**src/rtl/cnn_ahb_result_regs.sv**
```systemverilog
// AHB-Lite register bank and result FIFO for the CNN accelerator: control/status, frame counter,
// head-frame readout and a maskable IRQ.
module cnn_ahb_result_regs #(
  parameter int unsigned DW    = 16,
  parameter int unsigned N_OUT = 6,
  parameter int unsigned DEPTH = 4
) (
  input  logic                  HCLK,
  input  logic                  HRESETn,
  input  logic                  HSEL,
  input  logic                  HREADY,
  input  logic [1:0]            HTRANS,
  input  logic                  HWRITE,
  input  logic [31:0]           HADDR,
  input  logic [31:0]           HWDATA,
  output logic                  HREADYOUT,
  output logic [31:0]           HRDATA,
  output logic                  CNN_RSTn,
  input  logic                  RES_VALID,
  input  logic [N_OUT*DW-1:0]   RES_DATA,
  output logic                  IRQ
);

  localparam int unsigned PtrW   = $clog2(DEPTH);
  localparam int unsigned CntW   = PtrW + 1;
  localparam int unsigned IdxW   = (N_OUT > 1) ? $clog2(N_OUT) : 1;
  localparam int unsigned FrameW = N_OUT * DW;
  localparam logic [11:0] OutEnd = 12'(16 + 4 * N_OUT);

  typedef enum logic [2:0] {SelNone, SelCtrl, SelStat, SelPop, SelFcnt, SelOut} sel_e;

  sel_e            sel_d, sel_q;
  logic            write_d, write_q;
  logic [IdxW-1:0] idx_d, idx_q;
  logic [11:0]     off, out_off;

  logic            srst_d, srst_q, en_d, en_q, irq_en_d, irq_en_q;
  logic            done_d, done_q, ovf_d, ovf_q, irq_d, irq_q;
  logic [PtrW-1:0] wptr_d, wptr_q, rptr_d, rptr_q;
  logic [CntW-1:0] count_d, count_q;
  logic [31:0]     fcnt_d, fcnt_q;
  logic [FrameW-1:0] mem_q [DEPTH];

  logic wr_ctrl, wr_stat, wr_pop;
  logic flush, empty, full, push_req, do_push, do_pop, ovf_set;
  logic [FrameW-1:0] head_frame;
  logic signed [DW-1:0] head_val;
  logic [31:0] stat;
  logic unused_bits;

  assign unused_bits = ^{HADDR[31:16], HTRANS[0], HWDATA[31:4], HWDATA[1]};

  // Address-phase decode; only word-aligned offsets in the 0x1xxx window are mapped.
  always_comb begin
    sel_d   = SelNone;
    idx_d   = '0;
    write_d = 1'b0;
    off     = HADDR[11:0];
    out_off = off - 12'h010;
    if (HSEL && HREADY && HTRANS[1] && (HADDR[15:12] == 4'h1) && (off[1:0] == 2'b00)) begin
      write_d = HWRITE;
      if (off == 12'h000) begin
        sel_d = SelCtrl;
      end else if (off == 12'h004) begin
        sel_d = SelStat;
      end else if (off == 12'h008) begin
        sel_d = SelPop;
      end else if (off == 12'h00C) begin
        sel_d = SelFcnt;
      end else if ((off >= 12'h010) && (off < OutEnd)) begin
        sel_d = SelOut;
        idx_d = out_off[IdxW+1:2];
      end
    end
  end

  always_ff @(posedge HCLK) begin
    if (!HRESETn) begin
      sel_q   <= SelNone;
      write_q <= 1'b0;
      idx_q   <= '0;
    end else begin
      sel_q   <= sel_d;
      write_q <= write_d;
      idx_q   <= idx_d;
    end
  end

  assign wr_ctrl = write_q && (sel_q == SelCtrl);
  assign wr_stat = write_q && (sel_q == SelStat);
  assign wr_pop  = write_q && (sel_q == SelPop);

  assign flush    = srst_q | ~en_q;
  assign empty    = (count_q == '0);
  assign full     = (count_q == CntW'(DEPTH));
  assign push_req = RES_VALID & ~flush;
  assign do_pop   = wr_pop & ~empty & ~flush;
  // A pop on the same edge frees the slot, so a push into a full FIFO still lands.
  assign do_push  = push_req & (~full | do_pop);
  assign ovf_set  = push_req & full & ~do_pop;

  always_comb begin
    srst_d   = 1'b0;
    en_d     = en_q;
    irq_en_d = irq_en_q;
    if (wr_ctrl) begin
      srst_d   = HWDATA[0];
      en_d     = HWDATA[2];
      irq_en_d = HWDATA[3];
    end

    wptr_d  = wptr_q;
    rptr_d  = rptr_q;
    count_d = count_q;
    done_d  = done_q;
    ovf_d   = ovf_q;
    if (flush) begin
      wptr_d  = '0;
      rptr_d  = '0;
      count_d = '0;
      done_d  = 1'b0;
      ovf_d   = 1'b0;
    end else begin
      wptr_d  = wptr_q + PtrW'(do_push);
      rptr_d  = rptr_q + PtrW'(do_pop);
      count_d = count_q + CntW'(do_push) - CntW'(do_pop);
      if (do_push) begin
        done_d = 1'b1;
      end else if (wr_stat && HWDATA[0]) begin
        done_d = 1'b0;
      end
      if (ovf_set) begin
        ovf_d = 1'b1;
      end else if (wr_stat && HWDATA[3]) begin
        ovf_d = 1'b0;
      end
    end

    fcnt_d = fcnt_q;
    if (srst_q) begin
      fcnt_d = '0;
    end else if (do_push) begin
      fcnt_d = fcnt_q + 32'd1;
    end

    irq_d = irq_en_q & (done_q | ovf_q);
  end

  always_ff @(posedge HCLK) begin
    if (!HRESETn) begin
      srst_q   <= 1'b0;
      en_q     <= 1'b0;
      irq_en_q <= 1'b0;
      done_q   <= 1'b0;
      ovf_q    <= 1'b0;
      irq_q    <= 1'b0;
      wptr_q   <= '0;
      rptr_q   <= '0;
      count_q  <= '0;
      fcnt_q   <= '0;
    end else begin
      srst_q   <= srst_d;
      en_q     <= en_d;
      irq_en_q <= irq_en_d;
      done_q   <= done_d;
      ovf_q    <= ovf_d;
      irq_q    <= irq_d;
      wptr_q   <= wptr_d;
      rptr_q   <= rptr_d;
      count_q  <= count_d;
      fcnt_q   <= fcnt_d;
    end
  end

  // Frame storage needs no reset: entries are only visible while counted.
  always_ff @(posedge HCLK) begin
    if (do_push) begin
      mem_q[wptr_q] <= RES_DATA;
    end
  end

  assign head_frame = mem_q[rptr_q];
  assign head_val   = head_frame[int'(idx_q) * DW +: DW];

  always_comb begin
    stat       = '0;
    stat[0]    = done_q;
    stat[1]    = empty;
    stat[2]    = full;
    stat[3]    = ovf_q;
    stat[12:8] = 5'(count_q);

    HRDATA = '0;
    if (!write_q) begin
      case (sel_q)
        SelCtrl: HRDATA = {28'h0, irq_en_q, en_q, 1'b0, srst_q};
        SelStat: HRDATA = stat;
        SelFcnt: HRDATA = fcnt_q;
        SelOut:  HRDATA = empty ? 32'h0 : 32'(head_val);
        default: HRDATA = '0;
      endcase
    end
  end

  assign HREADYOUT = 1'b1;
  assign CNN_RSTn  = HRESETn & ~srst_q & en_q;
  assign IRQ       = irq_q;

endmodule

```
**config.mk**
```make
export PLATFORM = sky130hd
export DESIGN_NAME = cnn_ahb_result_regs
export DESIGN_NICKNAME = d
export VERILOG_FILES = /design/src/rtl/cnn_ahb_result_regs.sv
export SDC_FILE = /design/constraint.sdc
export NUM_CORES = 1
export LEC_CHECK = 0
export BUFFER_PORTS_ARGS = -buffer_cell sky130_fd_sc_hd__buf_2
export CORE_MARGIN = 2
export CORE_UTILIZATION = 36
export DETAILED_ROUTE_END_ITERATION = 16
export PLACE_DENSITY = 0.61
export SETUP_SLACK_MARGIN = 0.4
export SYNTH_ARGS = -nofsm -noshare
export SYNTH_HDL_FRONTEND = slang
export SYNTH_SLANG_ARGS = --single-unit
```
**constraint.sdc**
```tcl
create_clock -name HCLK -period 8.74 [get_ports HCLK]
set_clock_uncertainty 0.15 [all_clocks]
set_input_delay 1.311 -clock HCLK [delete_from_list [all_inputs] [get_ports HCLK]]
set_output_delay 1.311 -clock HCLK [all_outputs]
set_load 0.01 [all_outputs]
```
---- Yosys cells after proc, flatten, opt, wreduce, memory -nomap -nowiden ----
Memories as Yosys holds them, arrays and structs flattened. A register that Yosys moved wholly into a read port is not among the register bits.
Cells that the tools add are included.
word-level totals
  output and inout bits ................... 35
  bits in registers ....................... 52
  word-level logic and storage cells ...... 93
  memories kept ........................... 1
  input port bits ......................... 168
  bits in writable memories ............... 384
cells by class
  equal/unequal tests ..................... 10
  order comparisons ....................... 2
  bitwise gates (word level) .............. 21
  reduce and logical (&&, ||, !) cells .... 22
  add/sub/neg operators ................... 6
  mux-type cells .......................... 15
  shift operators ......................... 1
memories
  name   depth  bits a word  rd ports  clocked after Yosys merged registers in  wr ports  line  RTL
  mem_q  4      96           1         1                                        1         42    logic [FrameW-1:0] mem_q [DEPTH];
operator list
  kind                     number
  $pmux W32 S4             1
  $shiftx A96 B8 Y16       1
  $mux W32                 2
  $add A32 B1 Y32 const B  1
  $eq A12 B4 Y1 const B    2
  $eq A12 B3 Y1 const B    1
  $ge A12 B5 Y1 const B    1
  $logic_not A12 Y1        1
  $lt A12 B6 Y1 const B    1
  $logic_and A1 B1 Y1      10
  $and A1 B1 Y1            9
  $eq A3 B3 Y1 const B     3
  $not A1 Y1               9
  $mux W1                  7
  $reduce_or A7 Y1         1
  $eq A3 B2 Y1 const B     2
  $mux W2                  3
  $mux W3                  2
  $reduce_or A5 Y1         1
  $sub A5 B5 Y5 const B    1
  $add A2 B1 Y2            2
  $eq A4 B1 Y1 const B     1
  $reduce_and A2 Y1        2
  $reduce_bool A2 Y1       2
  8 further kinds          11

---- Depth between registers and ports, before layout ----
Gate-level depths: netlist of run 1.
  depth in word-level cells ............... 8
  depth in mapped cells ................... 12
  mapped depth without buffers ............ 11

---- Worst setup path before layout of run 1 ----
Ideal clock, no wire load.
  path type ............................... in2reg
  start ................................... input RES_VALID
  end ..................................... memory mem_q[2][0] (netlist name), enable pin
  path slack .............................. -0.797 ns
  library setup time ...................... 0.688 ns
  arrival ................................. 8.698 ns
  required time ........................... 7.902 ns
  path buffers ............................ 0
  cell stages on the path ................. 3
  cells stage by stage .................... nand3b_1 > a21o_1 > nor3b_1
between the ends
  longest elaborated chain between the ends .. 4
ends and longest elaborated chain
  what                           line  RTL
  from (decl)                    19    input logic RES_VALID,
  $and A1 B1 Y1                  96    assign push_req = RES_VALID & ~flush;
  $and A1 B1 Y1                  99    assign do_push = push_req & (~full | do_pop);
  $mux W1                        177   if (do_push) begin
  $mux W1 (not written as such)  178   mem_q[wptr_q] <= RES_DATA;
  to (decl)                      42
No other way between the ends.

---- Worst setup path after layout of run 1 ----
  start ................................... register idx_q[0]
  end ..................................... output HRDATA[22]
between the ends
  longest elaborated chain between the ends .. 4
ends and longest elaborated chain
  what                    line  RTL
  from (decl)             34    logic [IdxW-1:0] idx_d, idx_q;
  from (signal assigned)  85    idx_q <= idx_d;
  $shiftx A96 B8 Y16      183   assign head_val = head_frame[int'(idx_q) * DW +: DW];
  $mux W32                199   SelOut: HRDATA = empty ? 32'h0 : 32'(head_val);
  $pmux W32 S4            195   case (sel_q)
  $mux W32                194   if (!write_q) begin
  to (decl)               17    output logic [31:0] HRDATA,
No other way between the ends.

==> impl_metrics.tcl, run 1 <==
set metrics [dict create \
    die_area_sq_mm 0.0505 \
    synth-xor-area-share 0.0120 \
    core-area_sq_mm 0.0479 \
    rsz0062_at_grt "no" \
    r2r-start "sel_q[0]" \
    synth_cell_types 60 \
    power_w 0.00427 \
    wl_microns 40900 \
    cts-htree-levels 2 \
    detail_route.vias_per_cell 5.31 \
    io_buffers 155 \
    slowest_stage "dfxtp_2" \
    p_per_area_mw_per_mm2 209 \
    path_class "reg2out" \
    fmax_ghz 0.184 \
    seq_area_frac_synth 0.717 \
    drc 0 \
    r2r-end "mem_q[1][75]" \
    start_kind "register" \
    first_pass_iters 5 \
    multi_input_comb_area_sq_mm 0.00468 \
    nets 1372 \
    ios 203 \
    drv_cap 0 \
    critPathTopFamily "buffers and inverters" \
    grt_pass1_vias 9771 \
    cp-end-kind "primary output" \
    seq_area_sq_mm 0.0126 \
    grt.total_usage 0.162 \
    ys_ff_latch 436 \
    cts_sinks 436 \
    die-height_microns 225 \
    place_area_sq_mm 0.0189 \
    worstPathMaxFanout 41 \
    grt_pass1_wl_microns 60600 \
    status "completed" \
    area_delta_synth_final_pct 16.7 \
    synth-main-ff-cell "edfxtp_1" \
    path_cells "buf_4 > nor2b_1 > buf_4 > a21oi_1 > nand3_1 > a311o_1 > a21oi_1 > buf_2" \
    hold_ws_ps 336 \
    synthMuxAreaShare 0.121 \
    synth_edf_count 384 \
    fin_area_sq_mm 0.0205 \
    hpwl_microns 26600 \
    synth_fa_ha_area_frac 0.00471 \
    via_count 9854 \
    reg2reg_depth 6 \
    period_needed_ps 5440 \
    rows 80 \
    peakVddDrop_uv 152 \
    grt_max_degree 72 \
    finalHoldViolCount 0 \
    drive_above_1_share 0.255 \
    wire_per_inst_microns 22.1 \
    place_congestion 0.782 \
    clk_pin_slew_worst_paths_ps 60 \
    yosys.area_share.simple 0.0639 \
    die_w_microns 225 \
    hold_depth 2 \
    start_util 0.366 \
    cts-root-buf "clkbuf_16" \
    syn_area_sq_mm 0.0175 \
    relSlewSlack 0.281 \
    clock_path_buffers 3 \
    clock_latency_ps 560 \
    hold_buffers 0 \
    cellLeakagePower_nw 6.57 \
    syn-num-nets 1209 \
    finalSetupViolations 0 \
    hold_path_class "reg2reg" \
    cp_num_buf_inv 3 \
    cts_setup_buffers 0 \
    postSynthAreaPerCell_sq_um 16.9 \
    worstHoldStart "fcnt_q[23]" \
    initialDrtViolationCount 895 \
    slowest_delay_ps 860 \
    fill_cells 4236 \
    finalSetupTns_ps 0 \
    antenna_found_initial 10 \
    post_cts.resized_instances 0 \
    fin_crit_sh 0.623 \
    syn_inst 1035 \
    tightest_slew_ps 1070 \
    report.final.slew_viol_count 0 \
    synth_top_family_by_area "multiplexers" \
    grt_overflow_total 0 \
    yosys_warnings 0 \
    cp.required_ps 7280 \
    arrival_ps 3980 \
    async_flop_share 0 \
    cts-buffers-inserted 46 \
    synth-compound-area-share 0.0621 \
    drtAntennaViolNets 0 \
    timing.reg2reg.setup_slack_ps 4870 \
    cts_tree "yes" \
    hold_end "fcnt_q[23]" \
]
## per-stage QoR
| stage | instances | util | setup slack (ps) |
|---|---|---|---|
| after floorplan | 1035 | - | 2090 |
| after global placement | 1765 | 0.395 | 3860 |
| after detailed placement | 1765 | 0.395 | 3790 |
| after CTS | 1849 | 0.427 | 3180 |
| after global routing | 1849 | 0.427 | 2980 |
| final | 1854 | 0.427 | 3300 |
## worst reg2reg max path, cell delays in order (launching register included)
cell      delay, ps
dfxtp_1         710
nand4b_4        220
a21o_1          310
clkinv_1        200
nand2_1         120
nor2_4          730
buf_4           910
## cell usage in the layout (no fill, tap or decap), types with 8 or more instances in the layout
cell type / instances
edfxtp_1: 384
buf_2: 155
mux2i_1: 70
mux4_2: 63
a21oi_1: 56
dfxtp_1: 50
nand2_1: 48
nor2_1: 48
clkbuf_16: 48
a22oi_1: 31
nand3_1: 23
o21ai_0: 18
xor2_1: 18
nand4_1: 16
a221oi_1: 12
a22o_1: 12
buf_4: 12
clkbuf_1: 11
clkinv_1: 8
nor2b_1: 8
or3_1: 8
## cell usage after synthesis, types with 5 or more instances
cell	number	area share
nand2b_1	7	0.0025
a22o_1	12	0.0060
a22oi_1	31	0.013
nand2_1	48	0.010
nor2b_1	9	0.0032
or3_1	8	0.0029
a311oi_1	7	0.0035
xnor2_1	6	0.0030
and3_1	8	0.0029
dfxtp_1	52	0.059
buf_4	5	0.0021
and4_1	5	0.0025
and2_1	7	0.0025
buf_6	8	0.0051
a21oi_1	56	0.016
edfxtp_1	384	0.66
o21ai_0	18	0.0051
clkbuf_1	28	0.0060
nor3_1	7	0.0020
nand4_1	16	0.0057
a221oi_1	12	0.0060
mux4_2	63	0.081
mux2i_1	70	0.040
nand3_1	23	0.0066
inv_1	7	0.0015
buf_2	7	0.0020
nor2_1	50	0.011
xor2_1	18	0.0090
ha_1	5	0.0036
## where the power goes
group / leakage, nW / switching, W / internal, W / total, W
Clock: 0.744 / 0.000779 / 0.00118 / 0.00196
Combinational: 1.96 / 0.0000315 / 0.0000214 / 0.0000529
Sequential: 3.87 / 0.00000000573 / 0.00226 / 0.00226
Total: 6.57 / 0.000810 / 0.00346 / 0.00427
## kinds of logic (layout without fill, tap and decap cells)
family                     count (synthesis)  in the layout
muxes                                    134            134
adders and majority gates                  6              6
and+or+nand+nor                          213            213
xor gates and xnor gates                  24             24
DFF                                      436            436
buffers and inverters                     61            260
AOI/OAI and AO/OA                        160            160
other                                      1              6
## routing by layer
layer	track usage	up-vias	wire (microns)
met5	0	-	56
met4	0.0641	10	1300
met3	0.0393	77	3090
met2	0.255	332	19200
met1	0.218	4953	17300
li1	-	4482	-
## worst max path at each step
stage                         start  cells after the start           to  slack [ps]
after floorplan           RES_VALID                      5  mem_q[1][0]        2090
after global placement     idx_q[0]                      8   HRDATA[30]        3860
after detailed placement   idx_q[0]                      8   HRDATA[30]        3790
after CTS                  idx_q[0]                      8   HRDATA[30]        3180
after global routing       idx_q[0]                      8   HRDATA[31]        2980
final                      idx_q[0]                      8   HRDATA[22]        3300
## flip-flops by register name (all words and copies together) (netlist names)
| signal | flops |
|---|---|
| IRQ | 1 |
| count_q | 3 |
| done_q | 1 |
| en_q | 1 |
| fcnt_q | 32 |
| idx_q | 3 |
| irq_en_q | 1 |
| mem_q | 384 |
| ovf_q | 1 |
| rptr_q | 2 |
| sel_q | 3 |
| srst_q | 1 |
| wptr_q | 2 |
| write_q | 1 |
## final cells by class
| cell class | instances | area share |
|---|---|---|
| inverter | 8 | 0.00147 |
| sequential | 436 | 0.614 |
| clock inverter | 19 | 0.0106 |
| tap | 615 | 0.0376 |
| clock buffer | 65 | 0.0634 |
| timing repair buffer | 168 | 0.0433 |
| multi-input combinational | 538 | 0.229 |
| antenna | 5 | 0.000611 |
Power figures use the tool's default switching activity.
==> run 2, diff against run 1 <==
- ABC_AREA: not set -> 1
- PLACE_DENSITY: 0.61 -> 0.6
- clock period: 8.74 -> 4.9 ns (I/O delays scaled with it)
==> run 2 against run 1 <==
Compared with the run above:
- flip-flop and latch count unchanged
- synthesized cell count grew 90%
- highest routed layer unchanged
- via count rose by 40%
- global-route usage increased by 1.4 points
==> impl_metrics.tcl, run 2 <==
set metrics [dict create \
    status "completed" \
    cts-root-buf "clkbuf_16" \
    syn_inst 1964 \
    clk_pin_slew_worst_paths_ps 60 \
    slowest_delay_ps 540 \
    start_kind "register" \
    initialDrtViolationCount 1017 \
    hold_buffers 0 \
    drv_cap 0 \
    gr-max-usage-layer "met2" \
    detail_route.vias_per_cell 4.87 \
    use_met2 0.291 \
    p_per_area_mw_per_mm2 340 \
    grt.total_usage 0.176 \
    arrival_ps 3220 \
    clock_latency_ps 560 \
    fin_crit_sh 0.838 \
    fmax_ghz 0.244 \
    grt_pass1_wl_microns 76200 \
    largest_register_ffs 384 \
    cts_sinks 436 \
    wire_per_inst_microns 17.4 \
    first_pass_iters 5 \
    cts_tree "yes" \
    cts_setup_buffers 0 \
    cts-htree-levels 2 \
    relSlewSlack 0.365 \
    wl_microns 49200 \
    hold_path_class "in2reg" \
    hpwl_microns 30400 \
    start_util 0.362 \
    cellLeakagePower_nw 8.77 \
    seq_area_sq_mm 0.0126 \
    via_count 13800 \
    area_delta_synth_final_pct 15.1 \
    drtAntennaViolNets 0 \
    report.final.slew_viol_count 0 \
    rsz0062_at_grt "no" \
    yosysTopAreaCellShare 0.594 \
    layout_commonest_cell "nand2_1" \
    period_needed_ps 4110 \
    die_area_sq_mm 0.0558 \
    cts-buffers-inserted 45 \
    yosys_warnings 0 \
    timing.final.ws_setup_ps 793 \
    core-area_sq_mm 0.0536 \
    drc 0 \
    syn_area_sq_mm 0.0194 \
    grt_overflow_total 0 \
    synth_cell_types 38 \
    top_register "mem_q" \
    worstPathMaxFanout 41 \
    fin_area_sq_mm 0.0223 \
    yosys-top-cells-count "nand2_1 (533), edfxtp_1 (384), inv_1 (253)" \
    synth_edf_count 384 \
    synth_most_common_cell "nand2_1" \
    path_cells "inv_2 > buf_12 > nand3_1 > nand3_1 > nand3_1 > nand2_1 > nand2_1 > nand2_1 > nand2_2 > a21oi_1 > buf_2" \
    cp-end-kind "primary output" \
    yosys.area.top_type "edfxtp_1" \
    syn-num-nets 2138 \
    dp_slack_ps 1330 \
    reg_top3 "mem_q x384, fcnt_q x32" \
    finalSetupViolations 0 \
    drive_above_1_share 0.130 \
    fill_cells 5203 \
    grt_max_degree 109 \
    use_met1 0.229 \
    ios 203 \
    ys_ff_latch 436 \
    async_flop_share 0 \
    grt_pass1_vias 13300 \
    tightest_slew_ps 952 \
    io_buffers 155 \
    place_area_sq_mm 0.0208 \
    die_w_microns 236 \
    rows 85 \
    antenna_found_initial 19 \
    path_class "reg2out" \
    die-height_microns 236 \
    slowest_stage "inv_2" \
    synth.area.top_cells "edfxtp_1 (59%), nand2_1 (10%), nand3_1 (5.8%)" \
    seq_area_frac_synth 0.647 \
    finalHoldViolCount 0 \
    post_cts.resized_instances 0 \
    nets 2269 \
    synth-main-ff-cell "edfxtp_1" \
    postSynthAreaPerCell_sq_um 9.89 \
    clock_path_buffers 3 \
    cp.required_ps 4010 \
    multi_input_comb_area_sq_mm 0.00536 \
    grt_use_met3 0.0366 \
    place_congestion 0.883 \
    final_cell_mix "nand2_1 (533), edfxtp_1 (384), inv_1 (253), nand3_1 (226), nor2_1 (167)" \
    peakVddDrop_uv 273 \
]
[run 2: final cells by class]
class	instances	area share
clock inverter	30	0.0150
inverter	258	0.0436
clock buffer	48	0.0519
sequential	436	0.563
tap	696	0.0390
timing repair buffer	179	0.0467
multi-input combinational	1175	0.240
antenna	8	0.000896
[run 2: per-stage QoR]
stage	cells	util	total power, W	hold WS, ps	TNS (ps)
global placement	2744	0.389	0.00420	309	0
floorplan	1964	-	0.00413	286	-261800
finish	2830	0.417	0.00759	240	0
detailed placement	2744	0.389	0.00420	309	0
CTS	2822	0.416	0.00768	208	0
global route	2824	0.417	0.00781	224	0
[run 2: path summary, 6_finish.rpt]
| path | endpoint | cells past startpoint | startpoint | slack (ps) |
|---|---|---|---|---|
| worst max register to register | mem_q[0][65] | 8 | write_q | 1880 |
| worst min register to register | ovf_q | 2 | ovf_q | 320 |
| worst max-delay path | HRDATA[16] | 11 | rptr_q[1] | 790 |
| worst min-delay path | mem_q[2][93] | 1 | RES_DATA[93] | 240 |
[run 2: kinds of logic after synthesis]
kind of cell,after synthesis,share of synthesized area
and+or+nand+nor,961,0.204
DFF,436,0.647
adders and majority gates,6,0.00425
other,1,0.000193
buffers and inverters,353,0.0789
AOI/OAI and AO/OA,184,0.0545
xor gates and xnor gates,23,0.0104
[run 2: metal layers]
layer / wire, microns / up-vias / part of all wire
met3: 2650 / 109 / 0.054
met5: 150 / - / 0.0030
met2: 23000 / 310 / 0.47
li1: - / 6751 / -
met1: 21800 / 6588 / 0.44
met4: 1570 / 24 / 0.032
[run 2: power breakdown]
group	total, W	switching [W]	internal [W]	leakage, nW
registers	0.00403	0.00000000234	0.00403	3.87
clock network	0.00347	0.00140	0.00207	0.735
logic	0.0000916	0.0000538	0.0000378	4.16
total	0.00759	0.00145	0.00614	8.77
[run 2: worst max-delay path, delay by kind of cell, from the launching register on]
| kind | cells | cell delay (ps) |
|---|---|---|
| buf+inv | 3 | 990 |
| simple gates | 7 | 850 |
| compound gates | 1 | 240 |
| flops | 1 | 500 |
